### config.mk
export PLATFORM = sky130hd
export DESIGN_NAME = drive_sequencer_flat
export DESIGN_NICKNAME = d
export VERILOG_FILES = /design/src/rtl/drive_sequencer_pkg.sv /design/src/rtl/drive_sequencer_if.sv /design/src/rtl/drive_sequencer_wheel_ramp.sv /design/src/rtl/drive_sequencer.sv /design/src/flat_wrapper.sv
export SDC_FILE = /design/constraint.sdc
export NUM_CORES = 1
export LEC_CHECK = 0
export CORE_UTILIZATION = 53
export CTS_CLUSTER_DIAMETER = 80
export DETAILED_ROUTE_END_ITERATION = 10
export PLACE_DENSITY = 0.87
export SETUP_SLACK_MARGIN = 0.05
export SYNTH_ARGS = -nofsm -noshare
export SYNTH_HDL_FRONTEND = slang
export SYNTH_SLANG_ARGS = --single-unit
### constraint.sdc
create_clock -name clk -period 3.1 [get_ports clk]
set_input_delay 0.465 -clock clk [delete_from_list [all_inputs] [get_ports clk]]
set_output_delay 0.465 -clock clk [all_outputs]
set_load 0.02 [all_outputs]
### src/rtl/drive_sequencer_pkg.sv
`default_nettype none
// ============================================================================
// Module  : drive_pkg
// Purpose : Shared types and constants for the drive sequencer: FSM state
//           encoding, last-turn side, wheel direction codes, sensor decode.
// Ports   : none (package)
// Rev     : 1.0 - initial release
// ============================================================================
package drive_pkg;

  typedef enum logic [2:0] {
    ST_IDLE    = 3'd0,
    ST_FOLLOW  = 3'd1,
    ST_STEER_L = 3'd2,
    ST_STEER_R = 3'd3,
    ST_SEARCH  = 3'd4,
    ST_BRAKE   = 3'd5
  } state_t;

  typedef enum logic {
    SIDE_L = 1'b0,
    SIDE_R = 1'b1
  } side_t;

  localparam logic [1:0] DIR_FWD   = 2'b10;
  localparam logic [1:0] DIR_REV   = 2'b01;
  localparam logic [1:0] DIR_BRAKE = 2'b11;
  localparam logic [1:0] DIR_COAST = 2'b00;

  // Line pattern to tracking state; the ambiguous 101 pattern keeps the
  // current state.
  function automatic state_t decode_sensors(input logic [2:0] lmr, input state_t cur);
    state_t res;
    case (lmr)
      3'b010, 3'b111: res = ST_FOLLOW;
      3'b110, 3'b100: res = ST_STEER_L;
      3'b011, 3'b001: res = ST_STEER_R;
      3'b000:         res = ST_SEARCH;
      default:        res = cur;
    endcase
    return res;
  endfunction

endpackage
`default_nettype wire

### src/rtl/drive_sequencer_if.sv
`default_nettype none
// ============================================================================
// Module  : drive_sequencer_if
// Purpose : Sensor inputs and motor command outputs of the drive sequencer.
// Ports   : start, sens_l/m/r, obstacle            (to sequencer)
//           left/right_dir, left/right_duty,
//           state_o, lost                          (from sequencer)
//           master = sensor/motor side, slave = sequencer
// Rev     : 1.0 - initial release
// ============================================================================
interface drive_sequencer_if #(
  parameter int DUTY_W = 8
);
  logic              start;
  logic              sens_l;
  logic              sens_m;
  logic              sens_r;
  logic              obstacle;
  logic [1:0]        left_dir;
  logic [1:0]        right_dir;
  logic [DUTY_W-1:0] left_duty;
  logic [DUTY_W-1:0] right_duty;
  logic [2:0]        state_o;
  logic              lost;

  modport master (
    output start, sens_l, sens_m, sens_r, obstacle,
    input  left_dir, right_dir, left_duty, right_duty, state_o, lost
  );

  modport slave (
    input  start, sens_l, sens_m, sens_r, obstacle,
    output left_dir, right_dir, left_duty, right_duty, state_o, lost
  );
endinterface
`default_nettype wire

### src/rtl/drive_sequencer_wheel_ramp.sv
`default_nettype none
// ============================================================================
// Module  : wheel_ramp
// Purpose : Per-wheel slew limiter. Moves duty toward the target by at most
//           RAMP_STEP per tick; a direction reversal first ramps to zero,
//           then flips direction, then ramps up again.
// Ports   : clk, rst            clock, synchronous active-high reset
//           tick                ramp step enable
//           force_en, force_dir immediate override: duty 0, dir force_dir
//           target_dir/duty     commanded direction and duty
//           dir, duty           registered wheel command
// Rev     : 1.0 - initial release
// ============================================================================
module wheel_ramp
  import drive_pkg::*;
#(
  parameter int DUTY_W    = 8,
  parameter int RAMP_STEP = 50
) (
  input  wire logic              clk,
  input  wire logic              rst,
  input  wire logic              tick,
  input  wire logic              force_en,
  input  wire logic [1:0]        force_dir,
  input  wire logic [1:0]        target_dir,
  input  wire logic [DUTY_W-1:0] target_duty,
  output logic      [1:0]        dir,
  output logic      [DUTY_W-1:0] duty
);

  localparam logic [DUTY_W-1:0] c_step = DUTY_W'(RAMP_STEP);

  logic [1:0]        r_dir;
  logic [DUTY_W-1:0] r_duty;
  logic [1:0]        w_next_dir;
  logic [DUTY_W-1:0] w_next_duty;
  logic [DUTY_W-1:0] w_up_gap;
  logic [DUTY_W-1:0] w_dn_gap;
  logic              w_stopped_dir;

  assign w_up_gap = target_duty - r_duty;
  assign w_dn_gap = r_duty - target_duty;
  // Coast and brake only ever carry zero duty, so the wheel may take the
  // commanded direction immediately and start ramping on the same tick.
  assign w_stopped_dir = (r_dir == DIR_COAST) || (r_dir == DIR_BRAKE);

  always_comb begin
    w_next_dir  = r_dir;
    w_next_duty = r_duty;
    if (force_en) begin
      w_next_dir  = force_dir;
      w_next_duty = '0;
    end else if (tick) begin
      if (w_stopped_dir || (r_dir == target_dir)) begin
        w_next_dir = target_dir;
        if (r_duty < target_duty) begin
          w_next_duty = (w_up_gap > c_step) ? r_duty + c_step : target_duty;
        end else begin
          w_next_duty = (w_dn_gap > c_step) ? r_duty - c_step : target_duty;
        end
      end else if (r_duty != '0) begin
        // Reversal requested: keep the current direction while slowing down.
        w_next_duty = (r_duty > c_step) ? r_duty - c_step : '0;
      end else begin
        w_next_dir = target_dir;
      end
    end
  end

  always_ff @(posedge clk) begin
    if (rst) begin
      r_dir  <= DIR_COAST;
      r_duty <= '0;
    end else begin
      r_dir  <= w_next_dir;
      r_duty <= w_next_duty;
    end
  end

  assign dir  = r_dir;
  assign duty = r_duty;

endmodule
`default_nettype wire

### src/rtl/drive_sequencer.sv
`default_nettype none
// ============================================================================
// Module  : drive_sequencer
// Purpose : Line-following motion controller. Decodes tracker sensors and the
//           obstacle flag into a drive state and produces slew-limited wheel
//           direction/duty commands.
// Ports   : clk, rst   clock, synchronous active-high reset
//           bus        drive_sequencer_if.slave (sensors in, motor cmds out)
// Rev     : 1.0 - initial release
// ============================================================================
module drive_sequencer
  import drive_pkg::*;
#(
  parameter int DUTY_W       = 8,
  parameter int DUTY_CRUISE  = 200,
  parameter int DUTY_SLOW    = 80,
  parameter int RAMP_STEP    = 50,
  parameter int RAMP_DIV     = 1,
  parameter int BRAKE_HOLD   = 4,
  parameter int LOST_TIMEOUT = 16
) (
  input wire logic          clk,
  input wire logic          rst,
  drive_sequencer_if.slave  bus
);

  localparam int SEARCH_W = $clog2(LOST_TIMEOUT + 1);
  localparam int HOLD_W   = $clog2(BRAKE_HOLD + 1);
  localparam int DIV_W    = (RAMP_DIV > 1) ? $clog2(RAMP_DIV) : 1;

  localparam logic [DUTY_W-1:0] c_cruise = DUTY_W'(DUTY_CRUISE);
  localparam logic [DUTY_W-1:0] c_slow   = DUTY_W'(DUTY_SLOW);

  state_t              r_state;
  state_t              w_next_state;
  state_t              w_decoded;
  side_t               r_last_side;
  logic                r_lost;
  logic [SEARCH_W-1:0] r_search_cnt;
  logic [HOLD_W-1:0]   r_hold_cnt;
  logic [DIV_W-1:0]    r_div_cnt;
  logic                w_tick;

  logic [1:0]          w_l_dir;
  logic [1:0]          w_r_dir;
  logic [DUTY_W-1:0]   w_l_duty;
  logic [DUTY_W-1:0]   w_r_duty;
  logic                w_force;
  logic [1:0]          w_force_dir;

  assign w_tick    = (r_div_cnt == DIV_W'(RAMP_DIV - 1));
  assign w_decoded = decode_sensors({bus.sens_l, bus.sens_m, bus.sens_r}, r_state);

  // State register
  always_ff @(posedge clk) begin
    if (rst) r_state <= ST_IDLE;
    else     r_state <= w_next_state;
  end

  // Next-state logic; obstacle outranks the sensor decode in every moving state
  always_comb begin
    w_next_state = r_state;
    case (r_state)
      ST_IDLE: begin
        if (bus.start) w_next_state = ST_FOLLOW;
      end
      ST_FOLLOW, ST_STEER_L, ST_STEER_R: begin
        w_next_state = bus.obstacle ? ST_BRAKE : w_decoded;
      end
      ST_SEARCH: begin
        if (bus.obstacle)
          w_next_state = ST_BRAKE;
        else if ((w_decoded == ST_SEARCH) && (r_search_cnt == SEARCH_W'(LOST_TIMEOUT - 1)))
          w_next_state = ST_IDLE;
        else
          w_next_state = w_decoded;
      end
      ST_BRAKE: begin
        if (!bus.obstacle && (r_hold_cnt == HOLD_W'(BRAKE_HOLD))) w_next_state = ST_FOLLOW;
      end
      default: w_next_state = ST_IDLE;
    endcase
  end

  // Wheel targets follow the current state; stop/brake entry and brake exit
  // bypass the ramp so the safety path has a single cycle of latency.
  always_comb begin
    w_l_dir     = DIR_COAST;
    w_r_dir     = DIR_COAST;
    w_l_duty    = '0;
    w_r_duty    = '0;
    w_force     = 1'b0;
    w_force_dir = DIR_COAST;
    case (r_state)
      ST_FOLLOW: begin
        w_l_dir = DIR_FWD; w_l_duty = c_cruise;
        w_r_dir = DIR_FWD; w_r_duty = c_cruise;
      end
      ST_STEER_L: begin
        w_l_dir = DIR_FWD; w_l_duty = c_slow;
        w_r_dir = DIR_FWD; w_r_duty = c_cruise;
      end
      ST_STEER_R: begin
        w_l_dir = DIR_FWD; w_l_duty = c_cruise;
        w_r_dir = DIR_FWD; w_r_duty = c_slow;
      end
      ST_SEARCH: begin
        // Pivot toward the side the line was last seen on
        w_l_duty = c_slow;
        w_r_duty = c_slow;
        w_l_dir  = (r_last_side == SIDE_L) ? DIR_REV : DIR_FWD;
        w_r_dir  = (r_last_side == SIDE_L) ? DIR_FWD : DIR_REV;
      end
      ST_BRAKE: begin
        w_l_dir = DIR_BRAKE;
        w_r_dir = DIR_BRAKE;
      end
      default: ;
    endcase
    if (w_next_state == ST_BRAKE) begin
      w_force     = 1'b1;
      w_force_dir = DIR_BRAKE;
    end else if (w_next_state == ST_IDLE) begin
      w_force     = 1'b1;
      w_force_dir = DIR_COAST;
    end else if (r_state == ST_BRAKE) begin
      w_force     = 1'b1;
      w_force_dir = DIR_FWD;
    end
  end

  // Counters, ramp divider, lost flag and last turn side
  always_ff @(posedge clk) begin
    if (rst) begin
      r_search_cnt <= '0;
      r_hold_cnt   <= '0;
      r_div_cnt    <= '0;
      r_lost       <= 1'b0;
      r_last_side  <= SIDE_L;
    end else begin
      r_div_cnt <= w_tick ? '0 : r_div_cnt + 1'b1;

      if ((r_state == ST_SEARCH) && (w_next_state == ST_SEARCH))
        r_search_cnt <= r_search_cnt + 1'b1;
      else
        r_search_cnt <= '0;

      // Hold count only advances while the obstacle is clear
      if ((r_state == ST_BRAKE) && (w_next_state == ST_BRAKE) && !bus.obstacle)
        r_hold_cnt <= r_hold_cnt + 1'b1;
      else
        r_hold_cnt <= '0;

      if ((r_state == ST_IDLE) && bus.start)
        r_lost <= 1'b0;
      else if ((r_state == ST_SEARCH) && (w_next_state == ST_IDLE))
        r_lost <= 1'b1;

      if (w_next_state == ST_STEER_L)      r_last_side <= SIDE_L;
      else if (w_next_state == ST_STEER_R) r_last_side <= SIDE_R;
    end
  end

  wheel_ramp #(.DUTY_W(DUTY_W), .RAMP_STEP(RAMP_STEP)) u_wheel_l (
    .clk         (clk),
    .rst         (rst),
    .tick        (w_tick),
    .force_en    (w_force),
    .force_dir   (w_force_dir),
    .target_dir  (w_l_dir),
    .target_duty (w_l_duty),
    .dir         (bus.left_dir),
    .duty        (bus.left_duty)
  );

  wheel_ramp #(.DUTY_W(DUTY_W), .RAMP_STEP(RAMP_STEP)) u_wheel_r (
    .clk         (clk),
    .rst         (rst),
    .tick        (w_tick),
    .force_en    (w_force),
    .force_dir   (w_force_dir),
    .target_dir  (w_r_dir),
    .target_duty (w_r_duty),
    .dir         (bus.right_dir),
    .duty        (bus.right_duty)
  );

  assign bus.state_o = r_state;
  assign bus.lost    = r_lost;

endmodule
`default_nettype wire

### src/flat_wrapper.sv
// flat-port wrapper written by rule: the top's interface ports become plain ports
module drive_sequencer_flat import drive_pkg::*;
#(
  parameter int DUTY_W       = 8,
  parameter int DUTY_CRUISE  = 200,
  parameter int DUTY_SLOW    = 80,
  parameter int RAMP_STEP    = 50,
  parameter int RAMP_DIV     = 1,
  parameter int BRAKE_HOLD   = 4,
  parameter int LOST_TIMEOUT = 16
)
  (clk, rst, bus_start, bus_sens_l, bus_sens_m, bus_sens_r, bus_obstacle, bus_left_dir, bus_right_dir, bus_left_duty, bus_right_duty, bus_state_o, bus_lost);
  drive_sequencer_if #(.DUTY_W(DUTY_W)) bus_i ();
  input wire logic clk;
  input wire logic rst;
  input wire logic [$bits(bus_i.start)-1:0] bus_start;
  input wire logic [$bits(bus_i.sens_l)-1:0] bus_sens_l;
  input wire logic [$bits(bus_i.sens_m)-1:0] bus_sens_m;
  input wire logic [$bits(bus_i.sens_r)-1:0] bus_sens_r;
  input wire logic [$bits(bus_i.obstacle)-1:0] bus_obstacle;
  output wire logic [$bits(bus_i.left_dir)-1:0] bus_left_dir;
  output wire logic [$bits(bus_i.right_dir)-1:0] bus_right_dir;
  output wire logic [$bits(bus_i.left_duty)-1:0] bus_left_duty;
  output wire logic [$bits(bus_i.right_duty)-1:0] bus_right_duty;
  output wire logic [$bits(bus_i.state_o)-1:0] bus_state_o;
  output wire logic [$bits(bus_i.lost)-1:0] bus_lost;
  assign bus_i.start = bus_start;
  assign bus_i.sens_l = bus_sens_l;
  assign bus_i.sens_m = bus_sens_m;
  assign bus_i.sens_r = bus_sens_r;
  assign bus_i.obstacle = bus_obstacle;
  assign bus_left_dir = bus_i.left_dir;
  assign bus_right_dir = bus_i.right_dir;
  assign bus_left_duty = bus_i.left_duty;
  assign bus_right_duty = bus_i.right_duty;
  assign bus_state_o = bus_i.state_o;
  assign bus_lost = bus_i.lost;
  drive_sequencer #(.DUTY_W(DUTY_W), .DUTY_CRUISE(DUTY_CRUISE), .DUTY_SLOW(DUTY_SLOW), .RAMP_STEP(RAMP_STEP), .RAMP_DIV(RAMP_DIV), .BRAKE_HOLD(BRAKE_HOLD), .LOST_TIMEOUT(LOST_TIMEOUT)) u_core (.clk(clk), .rst(rst), .bus(bus_i));
endmodule
Word-level counts from Yosys, hierarchy flattened:

Cells that the tools add are included.

* register bits after elaboration: 34
* output and inout bits: 24
* logic and storage cells: 135

* $add $sub $neg: 11
* $lt $le $gt $ge: 8
* equality and inequality tests: 25
* mux-type cells: 39
* bitwise operators: 3
* reduce and logical (&&, ||, !) cells: 39

Operator list (count)
* $mux W8: 12
* $gt A8 B6 Y1 const B: 6
* $pmux W8 S2: 2
* $sub A8 B8 Y8: 4
* $eq A3 B3 Y1 const B: 9
* $mux W2: 13
* $reduce_or A2 Y1: 13
* $pmux W3 S4: 2
* $eq A3 B2 Y1 const B: 6
* $add A8 B6 Y8 const B: 2
* $lt A8 B8 Y1: 2
* $reduce_bool A8 Y1: 2
* $sub A8 B6 Y8 const B: 2
* $mux W3: 5
* $pmux W2 S3: 2
* $logic_not A3 Y1: 3
* $reduce_and A2 Y1: 4
* $logic_and A1 B1 Y1: 7
* $eq A3 B1 Y1 const B: 2
* $add A5 B1 Y5 const B: 1
* $eq A5 B4 Y1 const B: 1
* $eq A2 B2 Y1: 2
* $eq A2 B2 Y1 const B: 2
* $logic_not A2 Y1: 2
* 11 further kinds: 19

Logic depth before layout (Yosys ltp):

Gate-level depths: netlist of run 1.

* depth in word-level cells: 13
* mapped depth: 15
* depth with buffers taken out: 13

Hierarchy:

Synthesis of run 1 repeated with hierarchy kept, for this count alone.

* cells, all modules: 577
* area total of the unflattened synthesis: 4560.6 um2

By module, submodules not included
* wheel_ramp (u_core.u_wheel_r): times used 1, cells each 237, area each 1865.5 um2
* wheel_ramp (u_core.u_wheel_l): times used 1, cells each 237, area each 1808.0 um2
* drive_sequencer: times used 1, cells each 103, area each 887.1 um2

Worst setup path before layout of run 1:

No wires, ideal clock.

* kind: register to register
* from: register u_core.r_state[1], in the netlist u_core.bus.state_o[1]
* to: register u_core.u_wheel_r.r_duty[7], in the netlist u_core.u_wheel_r.duty[7]
* setup time: 134 ps
* arrival: 3202 ps
* data required time: 2966 ps
* setup slack: -236 ps
* cell stages (with the launch flop): 14
* clock period less this slack: 3336 ps
* cells stage by stage: dfxtp_1 -> buf_2 -> buf_1 -> nor2b_1 -> a21oi_1 -> inv_1 -> ha_1 -> a21oi_1 -> a21oi_1 -> or4_1 -> a311o_1 -> o22a_1 -> a22oi_1 -> a211oi_2

* word-level cells in the longest chain between the ends: 10

RTL lines
* from (decl): line drive_sequencer.sv:34 `state_t r_state;`
* from (signal assigned): line drive_sequencer.sv:57 `else r_state <= w_next_state;`
* parallel branches: the longest is 10 deep, another holds $sub A8 B8 Y8
* to (signal assigned): line drive_sequencer_wheel_ramp.sv:76 `r_duty <= w_next_duty;`
* to (decl): line drive_sequencer_wheel_ramp.sv:34 `logic [DUTY_W-1:0] r_duty;`

Several ways; the timed one is not identified.
A chain may end at the register's enable or synchronous reset.

Final worst setup path of run 1:

* from: register u_core.r_state[0], in the netlist u_core.bus.state_o[0]
* to: register u_core.u_wheel_l.r_duty[6], in the netlist u_core.u_wheel_l.duty[6]

* word-level cells in the longest chain between the ends: 10

RTL lines (line)
* parallel branches: the longest is 10 deep, another holds $sub A8 B8 Y8
* to (signal assigned): drive_sequencer_wheel_ramp.sv:76
* to (decl): drive_sequencer_wheel_ramp.sv:34

Several ways; the timed one is not identified.

==> flow_summary.toml, run 1 <==
[clock_network]
postCtsHoldBufs = 0
cts.clk_slew.worst_paths_ns = 0.07
clk_path_buf_depth = 2
cts_inserted_buffers = 5
cts.sinks = 32
cts-htree-levels = 2
clk_latency_ns = 0.30
cts_tree = "done"
cts-root-buf = "clkbuf_8"

[logic_synthesis]
yosys.area.top_type = "dfxtp_1"
synthArstFlopShare = 0
ys_types = 82
synthCells = 421
synth_edf_count = 0
syn_area_per_cell_um2 = 7.78
ys.warnings.count = 0
yosys_most_used_dff = "dfxtp_1"
synth_most_common_cell = "nor2_1"
syn_area_um2 = 3270
synth_common_cells = "nor2_1 (36), nand2_1 (35), dfxtp_1 (32), inv_1 (32), a21oi_1 (30)"
synth.area.top_cells = "dfxtp_1 (20%), ha_1 (9.9%), a21oi_1 (4.6%)"
ys_seq_area_frac = 0.196
ys_ff_latch = 32
synth_top_area_frac = 0.196

[place]
dp_slack_ns = 0.0321
gp_congestion = 0.955
port_buffers = 28
placed_cells = 527
hpwl_um = 6560

[route]
drc = 0
via_per_inst = 6.47
drtAntennaViolNets = 0
first_pass_iters = 6
routed_wl_um = 9590
wl_per_cell_um = 17.5
vias = 3544
dr.first_iter.drc_count = 437

[sta]
timing.fmax_ghz = 0.330
finalSetupViolCount = 0
finalCritPeriodShare = 0.979
final-hold-violation-count = 0
tightestPinTransition_ns = 0.716
final_max_slew_viol_count = 0
rsz0062_at_grt = "true"
worst_clock_skew_ns = 0.00775
slew_headroom = 0.519
fin_ws_ns = 0.0657
min_period_ns = 3.03

[die]
fp-row-count = 28
die-area_um2 = 6500
chipWidth_um = 80.6
io-pin-count = 31
die_height_um = 80.6
start_util = 0.550
fp.coreArea_um2 = 5960

[cells_and_area]
layout-drive-gt1-share = 0.197
nets = 508
syn2layout_area_growth_pct = 24.5
antenna_cells = 0
finalNonFillerCells = 548

[grt]
track_usage = 0.285
antenna_found_initial = 0
gr-total-overflow = 0
grt_pass1_vias = 3159
grt_first_pass_wirelength_um = 14600
grt_max_degree = 18

[worst_setup_path]
required_ns = 3.29
r2r_start = "u_core.bus.state_o[0]$_SDFF_PP0_"
worstPathArrival_ns = 3.22
worstSetupStartpoint = "u_core.bus.state_o[0]$_SDFF_PP0_"
r2r_cells = 13
start_kind = "flop"
cp_max_fo = 11
worstSetupPathType = "reg -> reg"
critPathCaptureType = "flop"

[status]
status = "finished clean"

[power_and_ir_drop]
power_density_nw_per_um2 = 1160
ir_drop_mv = 0.581
p_leak_uw = 0.00160

[worst_hold_path]
worst_hold_path.num_cells = 1
min_from = "u_core.r_hold_cnt[0]$_SDFF_PP0_"
hp-class = "reg -> reg"

[run]
maxCapViolations = 0
placed cells by master, fill, tap and decap left out, types with 3 or more instances in the layout:
cell type / instances
nor4_1: 4
a31oi_1: 9
clkbuf_8: 5
ha_1: 23
dfxtp_1: 29
nor2_1: 35
dfxtp_4: 3
o21a_1: 4
o31a_1: 3
xor2_1: 14
nor3_1: 5
or3_1: 3
o21ai_0: 9
a21oi_1: 26
clkdlybuf4s50_1: 28
nor2b_1: 7
buf_4: 35
a311oi_1: 3
a211o_1: 5
or2_2: 5
nand2b_1: 5
inv_1: 28
and2_1: 4
nand3_1: 15
xnor2_1: 16
nand2_1: 34
conb_1: 3
nand4bb_1: 3
o211ai_1: 5
inv_2: 3
a221oi_1: 6
ha_4: 3
mux2i_1: 5
power breakdown:
group	total (uW)	leakage [uW]	switching (uW)	internal [uW]
logic	3790	0.00129	2120	1670
clock network	319	0.0000400	167	152
registers	625	0.000263	122	502
total	4730	0.00160	2410	2320
final timing paths:
| kind | to | slack [ns] |
|---|---|---|
| worst max-delay path | u_core.u_wheel_l.duty[6]$_SDFFE_PP0P_ | 0.07 |
| worst min-delay path | u_core.r_hold_cnt[0]$_SDFF_PP0_ | 0.45 |
| worst max register to register | u_core.u_wheel_l.duty[6]$_SDFFE_PP0P_ | 0.07 |
| worst min register to register | u_core.r_hold_cnt[0]$_SDFF_PP0_ | 0.45 |
layer usage:
layer,global-route usage,vias to the layer above,part of all wire
met1,0.374,1648,0.42
met2,0.458,208,0.46
li1,-,1638,-
met3,0.0591,50,0.081
met4,0.0964,0,0.031
met5,0,-,0
kinds of logic (layout without fill, tap and decap cells):
| kind of cell | after synthesis | count (layout) | share of synthesized area |
|---|---|---|---|
| buf+inv | 56 | 105 | 0.0749 |
| other cells | 1 | 3 | 0.00115 |
| compound gates | 124 | 125 | 0.288 |
| fa+ha+maj | 28 | 28 | 0.112 |
| flops | 32 | 32 | 0.196 |
| mux | 6 | 6 | 0.0187 |
| xor+xnor | 30 | 30 | 0.0802 |
| simple gates | 144 | 144 | 0.230 |
state kept, by name (all words and copies together) (netlist names):
name and flops:
u_core.r_search_cnt 5, u_core.bus.state_o 3, u_core.bus.lost 1, u_core.r_div_cnt 1
u_core.u_wheel_r.dir 2, u_core.u_wheel_l.dir 2, u_core.u_wheel_l.duty 7, u_core.r_hold_cnt 3
u_core.r_last_side 1, u_core.u_wheel_r.duty 7
layout make-up:
cell class / count / area (um2)
Fill cell: 486 / 1880
Clock buffer: 5 / 68.8
Clock inverter: 2 / 12.5
Multi-Input combinational cell: 336 / 2560
Inverter: 33 / 126
Tap cell: 75 / 93.8
Timing Repair Buffer: 65 / 559
Sequential cell: 32 / 652
worst max-delay path, stage by stage (launching register included):
cell	delay, ns
dfxtp_4	0.39
buf_4	0.15
buf_4	0.13
a21oi_4	0.15
buf_4	0.14
ha_4	0.21
or2_2	0.31
a41oi_2	0.21
xor2_1	0.24
o211ai_2	0.21
buf_4	0.19
mux2i_1	0.14
o21ai_0	0.11
a311oi_1	0.34
stage by stage:
step	hold WS (ns)	setup TNS, ns	area, um2	power (uW)	util
after global placement	0.431	0	3770	3760	0.633
after detailed placement	0.436	0	3770	3850	0.633
after global routing	0.465	-0.0181	4080	5050	0.685
after floorplan	0.417	0	3350	3020	-
final	0.448	0	4080	4730	0.685
after CTS	0.452	0	3860	4190	0.647
what timing repair did:
action	CTS	global route
gates resized for setup	1	29
pin swaps	0	13
gates cloned	0	1
setup endpoints to repair	6	14
setup buffers	0	13
No activity file was read; power rests on OpenSTA's default activity.
==> run 2, diff against run 1 <==
SLEW_MARGIN = 20   (was default)
==> results of run 2 <==
The final DEF is identical to that of run 1; final timing and power are the same.
